--- config.mk ---
export PLATFORM = sky130hd
export DESIGN_NAME = alu_op_sequencer
export DESIGN_NICKNAME = d
export VERILOG_FILES = /design/src/rtl/alu_op_sequencer.sv
export SDC_FILE = /design/constraint.sdc
export NUM_CORES = 1
export LEC_CHECK = 0
export CORE_AREA = 2 2 70 72
export CTS_CLUSTER_DIAMETER = 30
export DETAILED_ROUTE_END_ITERATION = 10
export DIE_AREA = 0 0 72 74
export DONT_BUFFER_PORTS = 1
export MAX_ROUTING_LAYER = met4
export PLACE_DENSITY = 0.76
export SKIP_LAST_GASP = 1
export SYNTH_ARGS = -nofsm -noshare
export SYNTH_HDL_FRONTEND = slang
export SYNTH_SLANG_ARGS = --single-unit
--- constraint.sdc ---
create_clock -name clk -period 4.5 [get_ports clk]
set_input_delay 0.675 -clock clk [delete_from_list [all_inputs] [get_ports clk]]
set_output_delay 0.675 -clock clk [all_outputs]
set_load 0.02 [all_outputs]
--- src/rtl/alu_op_sequencer.sv ---
// Multi-cycle controller feeding the stack-machine ALU from the data stack:
// pops operands, strobes the ALU operand/overflow/compare registers, writes results back.
module alu_op_sequencer #(
  parameter int DATA_WIDTH = 8,
  parameter int ADDR_WIDTH = 12
) (
  input  logic                  clk,
  input  logic                  rst,
  input  logic                  OP_VALID,
  output logic                  OP_READY,
  input  logic [3:0]            OP_CODE,
  input  logic [DATA_WIDTH-1:0] PUSH_DATA,
  output logic                  DONE,
  output logic                  ERR_UNDERFLOW,
  output logic                  ERR_FULL,
  output logic [ADDR_WIDTH-1:0] TOS,
  output logic [ADDR_WIDTH-1:0] STACK_ADDR,
  input  logic [DATA_WIDTH-1:0] STACK_RD_DATA,
  output logic                  STACK_WR_EN,
  output logic [DATA_WIDTH-1:0] STACK_WR_DATA,
  output logic [DATA_WIDTH-1:0] ALU_OPERAND,
  output logic                  CTRL_REG_OP1,
  output logic                  CTRL_REG_OP2,
  output logic                  CTRL_REG_OVERFLOW,
  output logic                  CTRL_STACK_COMP,
  output logic [3:0]            SEL_ULA,
  output logic [ADDR_WIDTH-1:0] COMP_ADDR,
  input  logic [DATA_WIDTH-1:0] ULA_RESULT
);

  typedef enum logic [2:0] {
    ST_IDLE,
    ST_RD_A,
    ST_LD_A,
    ST_LD_B,
    ST_EXEC,
    ST_WR_PUSH,
    ST_DONE
  } state_t;

  localparam logic [ADDR_WIDTH-1:0] TOS_MAX = '1;

  state_t                r_state;
  state_t                w_state_nxt;
  logic [3:0]            r_op;
  logic [DATA_WIDTH-1:0] r_push_data;
  logic [ADDR_WIDTH-1:0] r_tos;
  logic [ADDR_WIDTH-1:0] w_tos_nxt;
  logic                  r_err_uf;
  logic                  r_err_full;
  logic                  w_set_uf;
  logic                  w_set_full;
  logic                  w_xfer;
  logic                  w_op_push;
  logic                  w_op_unary;
  logic                  w_op_bin;
  logic                  w_op_cmp;

  function automatic logic [ADDR_WIDTH-1:0] req_entries(input logic [3:0] op);
    if (op == 4'hF)      return '0;
    else if (op == 4'h8) return ADDR_WIDTH'(1);
    else                 return ADDR_WIDTH'(2);
  endfunction

  assign w_xfer     = OP_VALID && OP_READY;
  assign w_op_push  = (r_op == 4'hF);
  assign w_op_unary = (r_op == 4'h8);
  assign w_op_bin   = !r_op[3];
  assign w_op_cmp   = r_op[3] && !w_op_unary && !w_op_push;

  always_comb begin
    w_state_nxt = r_state;
    w_tos_nxt   = r_tos;
    w_set_uf    = 1'b0;
    w_set_full  = 1'b0;
    case (r_state)
      ST_IDLE: begin
        if (w_xfer) begin
          if (r_tos < req_entries(OP_CODE)) begin
            w_set_uf    = 1'b1;
            w_state_nxt = ST_DONE;
          end else if (OP_CODE == 4'hF && r_tos == TOS_MAX) begin
            w_set_full  = 1'b1;
            w_state_nxt = ST_DONE;
          end else if (OP_CODE == 4'hF) begin
            w_state_nxt = ST_WR_PUSH;
          end else begin
            w_state_nxt = ST_RD_A;
          end
        end
      end
      ST_RD_A:  w_state_nxt = ST_LD_A;
      ST_LD_A:  w_state_nxt = w_op_unary ? ST_EXEC : ST_LD_B;
      ST_LD_B:  w_state_nxt = ST_EXEC;
      ST_EXEC: begin
        if (w_op_bin)      w_tos_nxt = r_tos - ADDR_WIDTH'(1);
        else if (w_op_cmp) w_tos_nxt = r_tos - ADDR_WIDTH'(2);
        w_state_nxt = ST_DONE;
      end
      ST_WR_PUSH: begin
        w_tos_nxt   = r_tos + ADDR_WIDTH'(1);
        w_state_nxt = ST_DONE;
      end
      ST_DONE:  w_state_nxt = ST_IDLE;
      default:  w_state_nxt = ST_IDLE;
    endcase
  end

  // Outputs are gated by rst so an op caught mid-flight never writes or strobes.
  always_comb begin
    OP_READY          = 1'b0;
    DONE              = 1'b0;
    STACK_ADDR        = '0;
    STACK_WR_EN       = 1'b0;
    STACK_WR_DATA     = '0;
    ALU_OPERAND       = '0;
    CTRL_REG_OP1      = 1'b0;
    CTRL_REG_OP2      = 1'b0;
    CTRL_REG_OVERFLOW = 1'b0;
    CTRL_STACK_COMP   = 1'b0;
    COMP_ADDR         = r_tos;
    if (!rst) begin
      case (r_state)
        ST_IDLE: OP_READY = 1'b1;
        ST_RD_A: STACK_ADDR = r_tos - ADDR_WIDTH'(1);
        ST_LD_A: begin
          ALU_OPERAND  = STACK_RD_DATA;
          CTRL_REG_OP1 = 1'b1;
          if (!w_op_unary) STACK_ADDR = r_tos - ADDR_WIDTH'(2);
        end
        ST_LD_B: begin
          ALU_OPERAND  = STACK_RD_DATA;
          CTRL_REG_OP2 = 1'b1;
        end
        ST_EXEC: begin
          if (w_op_bin) begin
            STACK_WR_EN       = 1'b1;
            STACK_ADDR        = r_tos - ADDR_WIDTH'(2);
            STACK_WR_DATA     = ULA_RESULT;
            CTRL_REG_OVERFLOW = 1'b1;
          end else if (w_op_unary) begin
            STACK_WR_EN   = 1'b1;
            STACK_ADDR    = r_tos - ADDR_WIDTH'(1);
            STACK_WR_DATA = ULA_RESULT;
          end else begin
            CTRL_STACK_COMP = 1'b1;
            COMP_ADDR       = r_tos - ADDR_WIDTH'(2);
          end
        end
        ST_WR_PUSH: begin
          STACK_WR_EN   = 1'b1;
          STACK_ADDR    = r_tos;
          STACK_WR_DATA = r_push_data;
        end
        ST_DONE: DONE = 1'b1;
        default: ;
      endcase
    end
  end

  always_ff @(posedge clk) begin
    if (rst) begin
      r_state     <= ST_IDLE;
      r_tos       <= '0;
      r_op        <= '0;
      r_push_data <= '0;
      r_err_uf    <= 1'b0;
      r_err_full  <= 1'b0;
    end else begin
      r_state <= w_state_nxt;
      r_tos   <= w_tos_nxt;
      if (w_xfer) begin
        r_op        <= OP_CODE;
        r_push_data <= PUSH_DATA;
      end
      if (w_set_uf)   r_err_uf   <= 1'b1;
      if (w_set_full) r_err_full <= 1'b1;
    end
  end

  assign TOS           = r_tos;
  assign SEL_ULA       = r_op;
  assign ERR_UNDERFLOW = r_err_uf;
  assign ERR_FULL      = r_err_full;

endmodule

* Word level (Yosys, flattened, before mapping)
Index checks and enable logic that the tools add are counted.
Storage, ports and cells: input bits 31, word-level logic and storage cells 88, register bits after elaboration 29, output and inout port bits 65
Cells by class: reductions and logical operators 11, equality and inequality tests 13, add/subtract/negate cells 3, order comparisons 1, mux-type cells 54
Operator list (count):
- 2-to-1 mux 12 bit | 12
- one-hot mux 12 bit (4 select lines) | 1
- 2-to-1 mux 8 bit | 5
- 2-to-1 mux 1 bit | 25
- one-hot mux 12 bit (2 select lines) | 1
- == test 4 bit (second input constant) | 4
- one-hot mux 8 bit (2 select lines) | 1
- 2-to-1 mux 3 bit | 5
- one-hot mux 3 bit (5 select lines) | 1
- adder 12 x 1 -> 12 bit (second input constant) | 1
- == test 12 bit (second input constant) | 1
- < comparator 12 bit | 1
- subtractor 12 x 1 -> 12 bit (second input constant) | 1
- subtractor 12 x 2 -> 12 bit (second input constant) | 1
- == test 3 bit (second input constant) | 3
- == test 3 x 2 -> 1 bit (second input constant) | 2
- logical AND 1 bit | 4
- 2-to-1 mux 2 bit | 2
- OR reduction 2 bit | 2
- == test 3 x 1 -> 1 bit (second input constant) | 1
- zero test 3 bit | 1
- != test 3 bit (second input constant) | 1
- zero test 1 bit | 2
- != test 2 bit (second input constant) | 1
- 3 further kinds | 3

* Longest topological paths before layout
Gate-level depths: netlist (run 1).
depth after elaboration 10, mapped depth 9

* Worst setup path after synthesis (run 1)
OpenSTA, ideal clock, no wires.
path kind register to output, start register r_tos[1], in the netlist TOS[1], end output STACK_ADDR[11], path buffers 2, cell stages (with the launch flop) 9, arrival time 2.569 ns, data required time 3.825 ns, path slack 1.256 ns, cell sequence dfxtp_1 -> clkbuf_1 -> inv_1 -> ha_1 -> or4b_1 -> clkbuf_1 -> nor4_2 -> a21oi_1 -> a311oi_1
Between the ends: word-level cells in the longest chain between the ends 5
RTL lines:
- from (decl) | line 47 | logic [ADDR_WIDTH-1:0] r_tos;
- from (signal assigned) | line 171 | r_tos <= w_tos_nxt;
- subtractor 12 x 1 -> 12 bit | line 125, 143
- 2-to-1 mux 12 bit | line 141 | end else if (w_op_unary) begin
- 2-to-1 mux 12 bit | line 136 | if (w_op_bin) begin
- one-hot mux 12 bit (4 select lines) (*) | line 123 | case (r_state)
- 2-to-1 mux 12 bit (*) | line 122 | if (!rst) begin
- to (decl) | line 17 | output logic [ADDR_WIDTH-1:0] STACK_ADDR,
Mark *: on every way between the ends. The rest lies on a longest branch, timed or not.

* Worst setup path after layout (run 1)
start register r_tos[2], in the netlist TOS[2], end output STACK_ADDR[11]
Same word-level chain as after synthesis.

==> results.sh, run 1 <==
export IMPL_synthFlopType="dfxtp_1"
export IMPL_relSlewSlack=0.453
export IMPL_clockPowerShare=0.124
export IMPL_vias=3145
export IMPL_path_class="reg2out"
export IMPL_drt_pass1_iter_count=6
export IMPL_cts_sinks=29
export IMPL_crit_start="TOS[2]$_SDFFE_PP0P_"
export IMPL_die_h_um=74
export IMPL_timing_rr_end="TOS[11]$_SDFFE_PP0P_"
export IMPL_timing_rr_start="TOS[2]$_SDFFE_PP0P_"
export IMPL_final_cells=448
export IMPL_cp_max_fo=15
export IMPL_status="complete, no violations"
export IMPL_synthTopCellsByArea="dfxtp_1 20%, nand2_1 7.4%, nor2_1 5.6%, a21oi_1 4.9%, clkbuf_1 4.5%"
export IMPL_clk_pin_slew_ps=80
export IMPL_final_seq_area_um2=581
export IMPL_async_reset_ff_frac=0
export IMPL_crit_path_max_incr_delay_ps=670
export IMPL_drc=0
export IMPL_crit_end="STACK_ADDR[11]"
export IMPL_hold_violations=0
export IMPL_combPwrFrac=0.643
export IMPL_insertedDiodeCount=0
export IMPL_cp_required_ps=3830
export IMPL_drive_gt1_frac=0.0990
export IMPL_gr_total_overflow=0
export IMPL_sw_frac_of_total=0.550
export IMPL_cts_hold_buf=0
export IMPL_avgSynthCellArea_um2=6.86
export IMPL_numPortBuffers=0
export IMPL_syn_instance_count=414
export IMPL_cp_slowest_cell="or4b_1"
export IMPL_grt_max_degree=34
export IMPL_slew_viol_final=0
export IMPL_ioPinCount=96
export IMPL_h_tree_depth=2
export IMPL_dp_cells=440
export IMPL_fin_crit_ps=3820
export IMPL_sequentialPowerShare=0.233
export IMPL_fin_setup_tns_ps=0
export IMPL_place_hpwl_mm=6.27
export IMPL_yosys_warnings=0
export IMPL_worst_path_stages=7
export IMPL_gp_congestion=1.00
export IMPL_grt_usage=0.351
export IMPL_rsz0062_at_grt="false"
export IMPL_powerDensity_mw_per_mm2=788
export IMPL_fp_dieW_um=72
export IMPL_start_util=0.618
export IMPL_fillers=440
export IMPL_fp_row_count=25
export IMPL_max_cap_violations=0
export IMPL_internal_power_uw=1050
export IMPL_final_period_utilization=0.850
export IMPL_whs_ps=441
export IMPL_dieArea_mm2=0.00533
export IMPL_cts_tree="built"
export IMPL_rrSetupSlack_ps=1680
export IMPL_drt_iter0_drc=475
export IMPL_tightest_slew_ps=817
export IMPL_fmax_ghz=0.261
export IMPL_grt_first_pass_wirelength_mm=14.1
export IMPL_endpoint_kind="output pin"
export IMPL_critical_path_buf_inv_count=2
export IMPL_synth_distinct_cells=62
export IMPL_skew_ps=7.53
export IMPL_cts_root_buf="clkbuf_8"
export IMPL_antenna_found_initial=0
export IMPL_multi_input_area_mm2=0.00206
export IMPL_area_growth_pct=3.92
export IMPL_grt_pass1_vias=2771
export IMPL_synth_area_leader_cell="dfxtp_1"
export IMPL_ctsLongestPathBuffers=2
export IMPL_syn_nets=451
export IMPL_synth_seq_cells=29
export IMPL_crit_path_start_kind="register"
export IMPL_cts_resized=0
export IMPL_synth_edf_count=0
export IMPL_setup_violations=0
export IMPL_min_path_type="in2reg"
export IMPL_postCtsSetupBuffers=0
export IMPL_switching_power_uw=1280
export IMPL_leakage_uw=0.00105
export IMPL_ys_seq_area_frac=0.204
export IMPL_vias_per_cell=7.02
export IMPL_ff2ff_path_depth=7
export IMPL_numCtsBuffers=5
export IMPL_worstSkewPairLatency_ps=290
export IMPL_syn_area_mm2=0.00284
export IMPL_ir_drop_mv=0.419
export IMPL_cp_arrival_ps=3150
export IMPL_path_delay_family="simple AND/OR/NAND/NOR gates"
export IMPL_finalNetCount=430
export IMPL_core_mm2=0.00460
export IMPL_wl_mm=9.13
export IMPL_final_antenna_net_count=0
export IMPL_detail_route_wl_per_cell_um=20.4
export IMPL_crit_chain="inv_1 > ha_1 > or4b_1 > nor4_2 > a21oi_1 > a311oi_1 > buf_4"
export IMPL_synth_top_area_share=0.204
==> worst min-delay path by stage <==
stage | startpoint | to | cells past startpoint | slack, ps
6_report | rst | TOS[3]$_SDFFE_PP0P_ | 1 | 440
3_5_place_dp | r_push_data[0]$_SDFFE_PP0P_ | r_push_data[0]$_SDFFE_PP0P_ | 2 | 460
5_1_grt | rst | TOS[3]$_SDFFE_PP0P_ | 1 | 440
2_1_floorplan | r_push_data[5]$_SDFFE_PP0P_ | r_push_data[5]$_SDFFE_PP0P_ | 2 | 450
4_1_cts | rst | TOS[4]$_SDFFE_PP0P_ | 1 | 440
3_3_place_gp | r_push_data[4]$_SDFFE_PP0P_ | r_push_data[4]$_SDFFE_PP0P_ | 2 | 460
==> state kept, by name, indices dropped and copies added, names as in the netlist <==
register and count:
TOS 12, SEL_ULA 4, ERR_FULL 1, r_push_data 8
ERR_UNDERFLOW 1, r_state 3
==> routing by layer <==
layer / track usage / vias up / wire length (um)
met2: 0.539 / 253 / 4120
met3: 0.0799 / 32 / 1090
met5: - / - / 0
met4: 0.161 / 0 / 333
li1: - / 1466 / -
met1: 0.441 / 1394 / 3590
==> layout by cell type, fill, tap and decap left out, types with 4 or more instances in the layout <==
master / count
and2_1: 12
nand3_1: 13
inv_1: 7
o21ai_0: 16
o211ai_1: 4
nor2b_1: 8
a31oi_1: 9
nand2b_1: 8
nand3b_1: 12
or3_1: 8
nand2_1: 56
dfxtp_1: 29
nor3_1: 15
and3_1: 4
a311oi_1: 9
buf_4: 13
o22a_1: 4
a21oi_1: 28
clkbuf_8: 5
nor4_1: 6
a22oi_1: 11
xnor2_1: 8
nor2_1: 42
ha_1: 6
==> logic make-up after synthesis <==
family / count (synthesis) / share of synthesized area
compound gates: 110 / 0.273
xor+xnor: 11 / 0.0339
fa+ha+maj: 6 / 0.0264
buf+inv: 48 / 0.0687
flops: 29 / 0.204
mux: 4 / 0.0150
simple gates: 206 / 0.379
==> synthesized netlist by cell type, types with 9 or more instances <==
cell      instances
a21oi_1          28
nand3_1          13
o21ai_0          16
a22oi_1          11
a311oi_1          9
nand3b_1         12
dfxtp_1          29
a31oi_1           9
nand2_1          56
clkbuf_1         34
and2_1           12
nor2_1           42
nor3_1           15
==> power groups by stage <==
stage	Sequential, uW	Combinational (uW)	Clock [uW]
after global placement	542	1440	0
after floorplan	436	1250	0
after global routing	562	1610	300
after detailed placement	543	1450	0
final	542	1500	289
after CTS	538	1460	289
==> area by class of cell <==
type | count | share of cell area
repair buffers | 13 | 0.0331
inverters | 7 | 0.00890
well taps | 54 | 0.0229
flip-flops and latches | 29 | 0.197
clock inverters | 3 | 0.0157
clock buffers | 5 | 0.0233
multi-input cells | 337 | 0.699
==> stage by stage <==
step	util	cell area, um^2	setup slack [ps]	total power (uW)
4_1_cts	0.642	2950	738	2290
3_5_place_dp	0.617	2840	1060	1990
2_1_floorplan	-	2840	1260	1690
5_1_grt	0.642	2950	593	2470
6_report	0.642	2950	675	2330
3_3_place_gp	0.617	2840	1110	1980
(Power assumes the default switching activity.)
==> run 2: changes to the inputs <==
--- a/config.mk
+++ b/config.mk
@@ -5,13 +5,13 @@
 export SDC_FILE = /design/constraint.sdc
 export NUM_CORES = 1
 export LEC_CHECK = 0
-export CORE_AREA = 2 2 70 72
+export CORE_AREA = 2 2 73 75
 export CTS_CLUSTER_DIAMETER = 30
 export DETAILED_ROUTE_END_ITERATION = 10
-export DIE_AREA = 0 0 72 74
+export DIE_AREA = 0 0 75 77
 export DONT_BUFFER_PORTS = 1
 export MAX_ROUTING_LAYER = met4
-export PLACE_DENSITY = 0.76
+export PLACE_DENSITY = 0.74
 export SKIP_LAST_GASP = 1
 export SYNTH_ARGS = -nofsm -noshare
 export SYNTH_HDL_FRONTEND = slang
==> constraint.sdc (replaced) <==
create_clock -name clk -period 3.15 [get_ports clk]
set_input_delay 0.4725 -clock clk [delete_from_list [all_inputs] [get_ports clk]]
set_output_delay 0.4725 -clock clk [all_outputs]
set_load 0.02 [all_outputs]
==> run 2 against run 1 <==
  * Worst hold slack worse by 190 ps
  * Clock skew is 3.2 ps lower
  * Wire length up 7.6%
  * Largest cell class unchanged
  * Non-clock buffer count rose by 41
==> results.sh, run 2 (synthesis results as in run 1) <==
export IMPL_status="complete, no violations"
export IMPL_ff2ff_path_depth=8
export IMPL_timing_rr_start="r_state[0]$_SDFFE_PP0P_"
export IMPL_gr_total_overflow=0
export IMPL_cp_max_fo=9
export IMPL_fp_row_count=26
export IMPL_fin_crit_ps=3100
export IMPL_cp_arrival_ps=2630
export IMPL_hold_start="rst"
export IMPL_sequentialPowerShare=0.166
export IMPL_min_path_cells=1
export IMPL_grt_pass1_vias=3092
export IMPL_min_path_type="in2reg"
export IMPL_grt_usage=0.345
export IMPL_place_hpwl_mm=6.85
export IMPL_fin_util=0.663
export IMPL_gp_congestion=0.948
export IMPL_hold_violations=0
export IMPL_final_antenna_net_count=0
export IMPL_dieArea_mm2=0.00578
export IMPL_switching_power_uw=1910
export IMPL_vias_per_cell=6.55
export IMPL_cts_sinks=29
export IMPL_clockPowerShare=0.117
export IMPL_tightest_slew_ps=798
export IMPL_postCtsSetupBuffers=0
export IMPL_grt_max_degree=34
export IMPL_setup_violations=0
export IMPL_fin_ws_ps=47.4
export IMPL_drt_iter0_drc=448
export IMPL_ioPinCount=96
export IMPL_h_tree_depth=2
export IMPL_cts_root_buf="clkbuf_8"
export IMPL_finalNetCount=471
export IMPL_fmax_ghz=0.322
export IMPL_core_mm2=0.00498
export IMPL_max_cap_violations=0
export IMPL_drc=0
export IMPL_timing_rr_end="TOS[9]$_SDFFE_PP0P_"
export IMPL_drive_gt1_frac=0.186
export IMPL_power_uw=3600
export IMPL_ctsLongestPathBuffers=2
export IMPL_holdPathEnd="TOS[0]$_SDFFE_PP0P_"
export IMPL_skew_ps=4.33
export IMPL_cp_required_ps=2680
export IMPL_wl_mm=9.82
export IMPL_powerDensity_mw_per_mm2=1090
export IMPL_rrSetupSlack_ps=640
export IMPL_largest_reg_flops=12
export IMPL_worstSkewPairLatency_ps=290
export IMPL_cts_tree="built"
export IMPL_endpoint_kind="output pin"
export IMPL_layout_common_cells="56 x nand2_1, 54 x buf_4, 41 x nor2_1"
export IMPL_start_util=0.571
export IMPL_ir_drop_mv=0.592
export IMPL_detail_route_wl_per_cell_um=19.4
export IMPL_post_place_ws_ps=353
export IMPL_drt_pass1_iter_count=5
export IMPL_final_common_cell="nand2_1"
export IMPL_combPwrFrac=0.717
export IMPL_area_growth_pct=16.1
export IMPL_numPortBuffers=0
export IMPL_grt_first_pass_wirelength_mm=15.1
export IMPL_numCtsBuffers=5
export IMPL_path_class="reg2out"
export IMPL_sw_frac_of_total=0.529
export IMPL_leakage_uw=0.00127
export IMPL_vias=3308
export IMPL_antenna_found_initial=0
export IMPL_slew_viol_final=0
export IMPL_insertedDiodeCount=0
export IMPL_final_period_utilization=0.985
export IMPL_crit_path_start_kind="register"
export IMPL_relSlewSlack=0.468
export IMPL_clk_pin_slew_ps=70
export IMPL_internal_power_uw=1700
export IMPL_fp_dieW_um=75
export IMPL_die_h_um=77
run 2: routing by layer:
layer  track usage  up-vias  wire length, um  share of wire
li1              -     1547                -              -
met1         0.425     1512             4000           0.41
met2         0.544      213             4670           0.48
met3        0.0670       36              875          0.089
met4         0.138        0              279          0.028
met5             -        -                0              0
run 2: worst max-delay path, stage by stage (launching register included):
cell      delay, ps
dfxtp_1         310
inv_1           130
ha_1            190
or4b_1          690
nor4_4          340
a21oi_1         130
a311oi_1        340
buf_4           210
run 2: power by group through the flow:
stage               combinational, uW  sequential [uW]  clock (uW)
floorplan                        1790              624           0
global placement                 2430              598           0
detailed placement               2460              602           0
CTS                              2470              595         420
global route                     2750              613         433
finish                           2580              599         421
run 2: cell type report:
| type | instances | area [um^2] |
|---|---|---|
| Clock buffer | 7 | 86.3 |
| Fill cell | 464 | 1680 |
| Clock inverter | 1 | 30.0 |
| Inverter | 7 | 26.3 |
| Tap cell | 70 | 87.6 |
| Sequential cell | 29 | 581 |
| Timing Repair Buffer | 54 | 405 |
| Multi-Input combinational cell | 337 | 2080 |
run 2: worst max path at each step:
stage | startpoint | to | slack (ps) | cells after the start
final | TOS[1]$_SDFFE_PP0P_ | STACK_ADDR[11] | 50 | 7
after global routing | TOS[1]$_SDFFE_PP0P_ | STACK_ADDR[11] | -2 | 7
after CTS | TOS[1]$_SDFFE_PP0P_ | STACK_ADDR[11] | 40 | 7
after detailed placement | TOS[1]$_SDFFE_PP0P_ | STACK_ADDR[11] | 350 | 7
after global placement | TOS[1]$_SDFFE_PP0P_ | STACK_ADDR[11] | 390 | 7
after floorplan | TOS[1]$_SDFFE_PP0P_ | STACK_ADDR[11] | 110 | 8
run 2: through the flow:
stage	hold slack, ps	instance area [um^2]	TNS (ps)	instances
3_3_place_gp	459	3160	0	497
4_1_cts	242	3280	0	505
2_1_floorplan	450	2840	0	414
5_1_grt	242	3300	-1.96	505
3_5_place_dp	459	3160	0	497
6_report	247	3300	0	505
run 2: what timing repair did:
item	CTS	global route
setup endpoints to repair	0	2
hold buffers	0	0
resized for setup	0	3
